[src/rtl/snake_pkg.sv]
// Shared grid geometry and target-FSM encoding for the snake game blocks.
package snake_pkg;

    localparam int X_WIDTH = 8;
    localparam int Y_WIDTH = 7;

    localparam logic [X_WIDTH-1:0] X_MAX = 8'd159;
    localparam logic [Y_WIDTH-1:0] Y_MAX = 7'd119;

    typedef enum logic [1:0] {
        IDLE  = 2'd0,
        PLACE = 2'd1,
        ARMED = 2'd2,
        EATEN = 2'd3
    } tgt_state_e;

    function automatic logic on_grid(input logic [X_WIDTH-1:0] x,
                                     input logic [Y_WIDTH-1:0] y);
        return (x <= X_MAX) && (y <= Y_MAX);
    endfunction

endpackage

[src/rtl/target_generator_lfsr15.sv]
// Free-running 15-bit Fibonacci LFSR (x^15 + x^14 + 1), maximal length 32767.
module lfsr15 #(
    parameter logic [14:0] SEED = 15'h0001
) (
    input  logic        CLK,
    input  logic        RESET,
    output logic [14:0] Q
);

    logic [14:0] lfsr_q;
    logic [14:0] lfsr_d;

    always_comb begin
        lfsr_d = {lfsr_q[13:0], lfsr_q[14] ^ lfsr_q[13]};
    end

    always_ff @(posedge CLK or negedge RESET) begin
        if (!RESET) begin
            lfsr_q <= SEED;
        end else begin
            lfsr_q <= lfsr_d;
        end
    end

    assign Q = lfsr_q;

endmodule

[src/rtl/target_generator.sv]
// Snake target placer and eat detector; TARGET_ATE is stretched to ATE_HOLD cycles.
// Optional relocation of an uneaten target is enabled by defining TARGET_TIMEOUT_EN.
module target_generator
    import snake_pkg::*;
#(
    parameter int unsigned ATE_HOLD  = 100000,
    parameter logic [14:0] LFSR_SEED = 15'h0001,
    parameter int unsigned TIMEOUT   = 500000000
) (
    input  logic               CLK,
    input  logic               RESET,
    input  logic               ENABLE,
    input  logic               HEAD_VALID,
    input  logic [X_WIDTH-1:0] HEAD_X,
    input  logic [Y_WIDTH-1:0] HEAD_Y,
    output logic [X_WIDTH-1:0] TARGET_X,
    output logic [Y_WIDTH-1:0] TARGET_Y,
    output logic               TARGET_VAL,
    output logic               TARGET_ATE
);

    localparam int HOLD_W = $clog2(ATE_HOLD + 1);

    tgt_state_e         state_q, state_d;
    logic [X_WIDTH-1:0] target_x_q, target_x_d;
    logic [Y_WIDTH-1:0] target_y_q, target_y_d;
    logic               val_q, val_d;
    logic               ate_q, ate_d;
    logic [HOLD_W-1:0]  hold_q, hold_d;

`ifdef TARGET_TIMEOUT_EN
    localparam int TO_W = $clog2(TIMEOUT + 1);
    logic [TO_W-1:0]    tmo_q, tmo_d;
`endif

    logic [14:0]        lfsr;
    logic [X_WIDTH-1:0] cand_x;
    logic [Y_WIDTH-1:0] cand_y;
    logic               cand_ok;
    logic               hit;

    lfsr15 #(
        .SEED (LFSR_SEED)
    ) u_lfsr (
        .CLK   (CLK),
        .RESET (RESET),
        .Q     (lfsr)
    );

    assign cand_x = lfsr[7:0];
    assign cand_y = lfsr[14:8];

    // A candidate under the head would be eaten instantly, so it is rejected.
    assign cand_ok = on_grid(cand_x, cand_y) &&
                     !((cand_x == HEAD_X) && (cand_y == HEAD_Y));

    assign hit = HEAD_VALID && (HEAD_X == target_x_q) && (HEAD_Y == target_y_q);

    always_comb begin
        state_d    = state_q;
        target_x_d = target_x_q;
        target_y_d = target_y_q;
        val_d      = val_q;
        ate_d      = ate_q;
        hold_d     = hold_q;
`ifdef TARGET_TIMEOUT_EN
        tmo_d      = tmo_q;
`endif

        case (state_q)
            IDLE: begin
                state_d = PLACE;
            end
            PLACE: begin
                if (cand_ok) begin
                    target_x_d = cand_x;
                    target_y_d = cand_y;
                    val_d      = 1'b1;
                    state_d    = ARMED;
`ifdef TARGET_TIMEOUT_EN
                    tmo_d      = '0;
`endif
                end
            end
            ARMED: begin
                if (hit) begin
                    ate_d   = 1'b1;
                    val_d   = 1'b0;
                    hold_d  = HOLD_W'(ATE_HOLD - 1);
                    state_d = EATEN;
`ifdef TARGET_TIMEOUT_EN
                end else if (tmo_q == TO_W'(TIMEOUT - 1)) begin
                    val_d   = 1'b0;
                    state_d = PLACE;
                end else begin
                    tmo_d   = tmo_q + TO_W'(1);
`endif
                end
            end
            EATEN: begin
                if (hold_q == '0) begin
                    ate_d   = 1'b0;
                    state_d = PLACE;
                end else begin
                    hold_d  = hold_q - HOLD_W'(1);
                end
            end
            default: begin
                state_d = IDLE;
            end
        endcase

        // Leaving PLAY overrides everything, including a hit on this cycle.
        if (!ENABLE) begin
            state_d = IDLE;
            val_d   = 1'b0;
            ate_d   = 1'b0;
            hold_d  = '0;
`ifdef TARGET_TIMEOUT_EN
            tmo_d   = '0;
`endif
        end
    end

    always_ff @(posedge CLK or negedge RESET) begin
        if (!RESET) begin
            state_q    <= IDLE;
            target_x_q <= '0;
            target_y_q <= '0;
            val_q      <= 1'b0;
            ate_q      <= 1'b0;
            hold_q     <= '0;
`ifdef TARGET_TIMEOUT_EN
            tmo_q      <= '0;
`endif
        end else begin
            state_q    <= state_d;
            target_x_q <= target_x_d;
            target_y_q <= target_y_d;
            val_q      <= val_d;
            ate_q      <= ate_d;
            hold_q     <= hold_d;
`ifdef TARGET_TIMEOUT_EN
            tmo_q      <= tmo_d;
`endif
        end
    end

    assign TARGET_X   = target_x_q;
    assign TARGET_Y   = target_y_q;
    assign TARGET_VAL = val_q;
    assign TARGET_ATE = ate_q;

endmodule

[config.mk]
export PLATFORM = sky130hd
export DESIGN_NAME = target_generator
export DESIGN_NICKNAME = d
export VERILOG_FILES = /design/src/rtl/snake_pkg.sv /design/src/rtl/target_generator_lfsr15.sv /design/src/rtl/target_generator.sv
export SDC_FILE = /design/constraint.sdc
export NUM_CORES = 1
export LEC_CHECK = 0
export CAP_MARGIN = 20
export CORE_UTILIZATION = 33
export DETAILED_ROUTE_END_ITERATION = 6
export DONT_BUFFER_PORTS = 1
export GPL_ROUTABILITY_DRIVEN = 0
export GPL_TIMING_DRIVEN = 0
export PLACE_DENSITY = 0.6
export SETUP_SLACK_MARGIN = 0.2
export SYNTH_ARGS = -nofsm -noshare
export SYNTH_HDL_FRONTEND = slang
export SYNTH_SLANG_ARGS = --single-unit
[constraint.sdc]
create_clock -name CLK -period 2.4 [get_ports CLK]
set_clock_uncertainty 0.2 [all_clocks]
set_input_delay 0.48 -clock CLK [delete_from_list [all_inputs] [get_ports CLK]]
set_output_delay 0.48 -clock CLK [all_outputs]
set_load 0.05 [all_outputs]
---- Word level (Yosys, flattened, before mapping) ----
Index checks and enable logic that the tools add are counted.
word-level totals
  output and inout bits ................... 17
  word-level logic and storage cells ...... 54
  memories kept ........................... 0
  ROM bits ................................ 0
  latch bits .............................. 0
  bits in registers ....................... 51
  memory bits (writable) .................. 0
  bits of input ports ..................... 19
cells by class
  order comparisons ....................... 2
  add/sub/neg operators ................... 1
  shifts and indexed selects .............. 0
  bitwise gates (word level) .............. 1
  $mul .................................... 0
  divide/modulo/power cells ............... 0
  eq/ne operators ......................... 13
  reductions and logical operators ........ 13
  mux-type cells .......................... 17
operators with widths
  kind                                                                     count
  17-bit 2-to-1 mux                                                        3
  17-bit one-hot mux with 2 select lines                                   1
  17-bit logical NOT                                                       1
  17-bit by 1-bit subtractor with 17-bit output, second input constant     1
  8-bit == test                                                            2
  7-bit == test                                                            2
  3-bit inequality test, second input constant                             4
  3-bit AND reduction                                                      4
  8-bit less-or-equal comparator, second input constant                    1
  2-bit 2-to-1 mux                                                         4
  2-bit one-hot mux with 4 select lines                                    1
  7-bit less-or-equal comparator, second input constant                    1
  1-bit 2-to-1 mux                                                         6
  3-bit by 1-bit inequality test with 1-bit output, second input constant  2
  1-bit logical AND                                                        5
  2-bit == test, second input constant                                     2
  1-bit one-hot mux with 2 select lines                                    2
  2-bit by 1-bit == test with 1-bit output, second input constant          1
  2-bit logical NOT                                                        1
  2-bit AND reduction                                                      1
  1-bit logical NOT                                                        1
  1-bit bitwise XOR                                                        1

---- Depth between registers and ports, before layout ----
  word-level depth ........................ 7
  mapped depth ............................ 8

---- Cells and area by module ----
Synthesis repeated with hierarchy kept, for this count alone.
unflattened totals
  cells, all modules ...................... 256
  area total of the unflattened synthesis .. 2797.7 µm²
modules (own cells, without submodules)
  module            times used  area each (µm²)  cells an instance
  target_generator  1           2307.2           226
  lfsr15            1           490.5            30

---- Worst setup path before layout ----
Ideal clock, no wire load.
  path type ............................... register to register
  start ................................... reg hold_q[0]
  end ..................................... reg hold_q[7]
  arrival ................................. 2136 ps
  path slack .............................. -30 ps
  buffers on the path ..................... 0
  period minus slack after synthesis ...... 2430 ps
  library setup time ...................... 94 ps
  stages on the path, launching flop included .. 9
  required time ........................... 2106 ps
  cells stage by stage .................... dfrtp_1 -> inv_1 -> ha_1 -> nor4b_2 -> and4_4 -> or4_4 -> or3_1 -> mux2i_1 -> a211oi_1
on the way
  word-level cells in the longest chain between the ends .. 4
  elaborated cells between the ends (all ways) .. 7
  classes of those cells .................. 1 x add/sub; 1 x eq/ne; 3 x mux; 2 x reduce/logical
RTL lines
  what                                           line                     text
  start, declared                                target_generator.sv:29   logic [HOLD_W-1:0] hold_q, hold_d;
  start signal, assigned                         target_generator.sv:142  hold_q <= hold_d;
  17-bit by 1-bit subtractor with 17-bit output  target_generator.sv:105  hold_d = hold_q - HOLD_W'(1);
  17-bit 2-to-1 mux                              target_generator.sv:101  if (hold_q == '0) begin
  17-bit one-hot mux with 2 select lines         target_generator.sv:70   case (state_q)
  17-bit 2-to-1 mux                              target_generator.sv:114  if (!ENABLE) begin
Parallel ways exist; a longest one is shown, timed or not. The select of a mux whose other input is x is not followed.
A chain may end at the register's enable or synchronous reset.

---- Final worst setup path ----
  start ................................... reg target_y_q[5], in the netlist TARGET_Y[5]
  end ..................................... reg hold_q[14]
on the way
  word-level cells in the longest chain between the ends .. 4
RTL lines
  what                                    line                     text
  start, declared                         target_generator.sv:26   logic [Y_WIDTH-1:0] target_y_q, target_y_d;
  start signal, assigned                  target_generator.sv:139  target_y_q <= target_y_d;
  7-bit == test                           target_generator.sv:57   assign hit = HEAD_VALID && (HEAD_X == target_x_q) && (HEAD_Y == target_y_q);
  1-bit logical AND                       target_generator.sv:57
  3-bit inequality test (no source line)  --
  3-bit AND reduction (no source line)    --
No other way between the ends.

==> out/metrics.csv <==
stage,metric,value,unit
clocking,root_buffer,clkbuf_8,
timing,finalHoldViolCount,0,
clocking,cts_htree_levels,2,
finish,antenna_cells,0,
yosys,syn-num-nets,277,
placed_design,dp_slack,-0.2232,ns
yosys,synth_top_family_by_area,simple AND/OR/NAND/NOR gates,
worst_setup_path,cp-end-kind,flip-flop,
yosys,synth-edff-count,0,
worst_setup_path,crit_path_top_delay_cell,dfrtp_2,
outcome,violations,setup timing,
worst_setup_path,arrival,2.52,ns
global_route,grtUsageMet2,25.61,%
floorplanning,core-area,0.007888,mm²
yosys,synth_warnings,0,
global_route,grt_busiest_layer,met2,
job,drv_cap,0,
global_route,antenna_found_initial,0,
global_route,grt_pass1_vias,2132,
power,vdd_drop_max,0.5446,mV
worst_setup_path,worst-setup-path-type,reg2reg,
yosys,synth_seq_area_share,46.68,%
finish,fin_cells,382,
floorplanning,die_h,93.06,µm
worst_setup_path,crit_family,compound AO/OA/AOI/OAI gates,
worst_setup_path,path_cells,xnor2_2 > nand4_1 > buf_6 > o41ai_4 > buf_4 > o21ai_4 > a32o_1 > o21a_1,
timing,final_max_slew_viol_count,0,
floorplanning,rows,32,
placed_design,io_buffer_count,0,
global_route,grtUsageTotal,16.65,%
routing,viasPerCell,5.550,
yosys,ys_ff_latch,51,
yosys,synth_top_area_share,45.72,%
yosys,synth-xor-area-share,9.602,%
timing,whs,0.1365,ns
yosys,synthFlopType,dfrtp_1,
global_route,met1_usage,23.34,%
timing,relSlewSlack,49.31,%
yosys,postSynthAreaPerCell,10.82,µm²
global_route,grt_max_degree,52,
timing,finalSetupViolations,12,
yosys,yosys.area.top_type,dfrtp_1,
routing,wirelength,6908,µm
worst_setup_path,cp_num_buf_inv,2,
min_path,hold_path.class,in2reg,
clocking,cts_tree,built,
yosys,async_reset_ff_share,100.0,%
timing,rsz0062_at_grt,true,
routing,first_pass_iters,4,
finish,layout.cells.most_common,dfrtp_1,
floorplanning,initial_core_util,34.69,%
floorplanning,die_w,93.06,µm
floorplanning,ios,36,
yosys,netlist_area,0.002736,mm²
outcome,status,"complete, but fails checks",
routing,vias,2120,
finish,syn_to_final_growth,24.51,%
clocking,numCtsBuffers,5,
placed_design,dp.cells,355,
timing,worstMarginPinSlew,0.7534,ns
clocking,clock_path_buffers,2,
yosys,synthMuxAreaShare,7.270,%
finish,final_cell_mix,"35 x dfrtp_1, 21 x xnor2_1, 15 x dfrtp_2, 15 x mux2_2, 14 x buf_4",
timing,fin_crit,2.514,ns
worst_setup_path,slowest_delay,0.55,ns
yosys,synth-adder-area-share,2.286,%
worst_setup_path,path_max_fanout,9,
floorplanning,dieArea,0.008660,mm²
clocking,cts.sinks,51,
global_route,grt_util_met3,3.740,%
worst_setup_path,startpoint_type,flip-flop,
timing,tns,-0.4733,ns
global_route,grt-ovfl-total,0,
finish,fin_nets,303,
global_route,grt_pass1_wl,11250,µm
routing,ant_nets,0,
clocking,clk_latency,0.31,ns
routing,route.detailed.drc,0,
routing,wl_per_cell,18.08,µm
worst_setup_path,worstPathRequired,2.40,ns
yosys,synth.distinct_cells,49,
placed_design,hpwl,4571,µm
yosys,synthSimpleGateAreaFrac,17.65,%
timing,max_freq,397.7,MHz
routing,drtIter0Drc,144,
yosys,synth_cells,253,
power,pwr_density_cell,1033,mW/mm²
power,leakage,1.409,nW
finish,n_fill_cell,720,
finish,layout-drive-gt1-share,36.79,%
timing,period_share,104.8,%
yosys,synth_area_leaders,"dfrtp_1 46%, xnor2_1 9.6%, mux2_2 6.2%, nand4_1 2.5%, a21oi_1 2.4%",
yosys,synth_compound_area_share,13.44,%
clocking,clk_pin_slew,0.11,ns
timing,fin_ws,-0.1143,ns
==> synthesized netlist by cell type, drive strengths merged (5+ instances only) <==
| library cell | number |
|---|---|
| dfrtp | 50 |
| xnor2 | 30 |
| o21ai | 16 |
| mux2 | 15 |
| a21oi | 13 |
| nand2 | 13 |
| nor2 | 13 |
| nor4 | 12 |
| nand4 | 11 |
| inv | 7 |
| nor3 | 6 |
| o21a | 6 |
| or4 | 6 |
| clkbuf | 5 |
| ha | 5 |
| nand3 | 5 |
==> routing by layer <==
| layer | wire length [µm] | part of all wire (%) |
|---|---|---|
| met1 | 3251 | 47 |
| met2 | 3132 | 45 |
| met3 | 412 | 6.0 |
| met4 | 112 | 1.6 |
| met5 | 0 | 0 |
==> timing repair <==
item / CTS / global route
gates cloned: 0 / 1
endpoints found under the hold margin: 51 / 0
gates resized for setup: 23 / 26
buffers inserted: 12 / 4
hold buffers: 2 / 0
pin swaps: 12 / 21
endpoints found under the setup margin: 36 / 36
==> path summary, 6_finish.rpt <==
check,startpoint,to,slack [ns],cells after the start
worst max-delay path,TARGET_Y[5],hold_q[14],-0.11,8
worst min-delay path,ENABLE,hold_q[4],0.14,2
worst max register to register,TARGET_Y[5],hold_q[14],-0.11,8
worst min register to register,u_lfsr.Q[2],u_lfsr.Q[3],0.23,0
max in group asynchronous,RESET,u_lfsr.Q[0],1.24,2
min in group asynchronous,RESET,TARGET_Y[5],0.48,2
==> sequential cells by signal, summed over array words and instances, names as in the netlist <==
signal	flops
hold_q	17
u_lfsr.Q	15
TARGET_X	8
TARGET_Y	7
state_q	2
TARGET_ATE	1
TARGET_VAL	1
==> stage by stage <==
step | utilization, % | area, µm² | power [mW]
3_5_place_dp | 36.83 | 2905 | 2.592
6_report | 43.19 | 3407 | 3.519
5_1_grt | 43.19 | 3407 | 3.737
3_3_place_gp | 36.83 | 2905 | 2.573
2_1_floorplan | - | 2778 | 2.266
4_1_cts | 40.91 | 3227 | 3.352
==> layout make-up <==
type                    instances  area, µm²  share of cell area, %
flip-flops and latches         51       1296                  38.05
repair buffers                 19      193.9                  5.692
inverters                       8      30.03                 0.8814
clock buffers                   5      68.82                  2.020
multi-input cells             186       1597                  46.86
well taps                     102      127.6                  3.746
plain buffers                   8      66.31                  1.946
clock inverters                 3      27.53                 0.8079
==> cells by family after synthesis <==
logic type / count (synthesis)
AND/OR/NAND/NOR: 78
AO/OA/AOI/OAI: 55
flip-flops: 51
XOR/XNOR: 30
multiplexers: 18
buffers and inverters: 16
adder cells (fa/ha/maj): 5
==> power by group <==
group	leakage, nW	switching [mW]	internal [mW]
Sequential	0.676	0.164	0.951
Combinational	0.687	1.03	0.835
Clock	0.0463	0.325	0.215
Total	1.41	1.52	2.00
No activity file was read; power rests on OpenSTA's default activity.
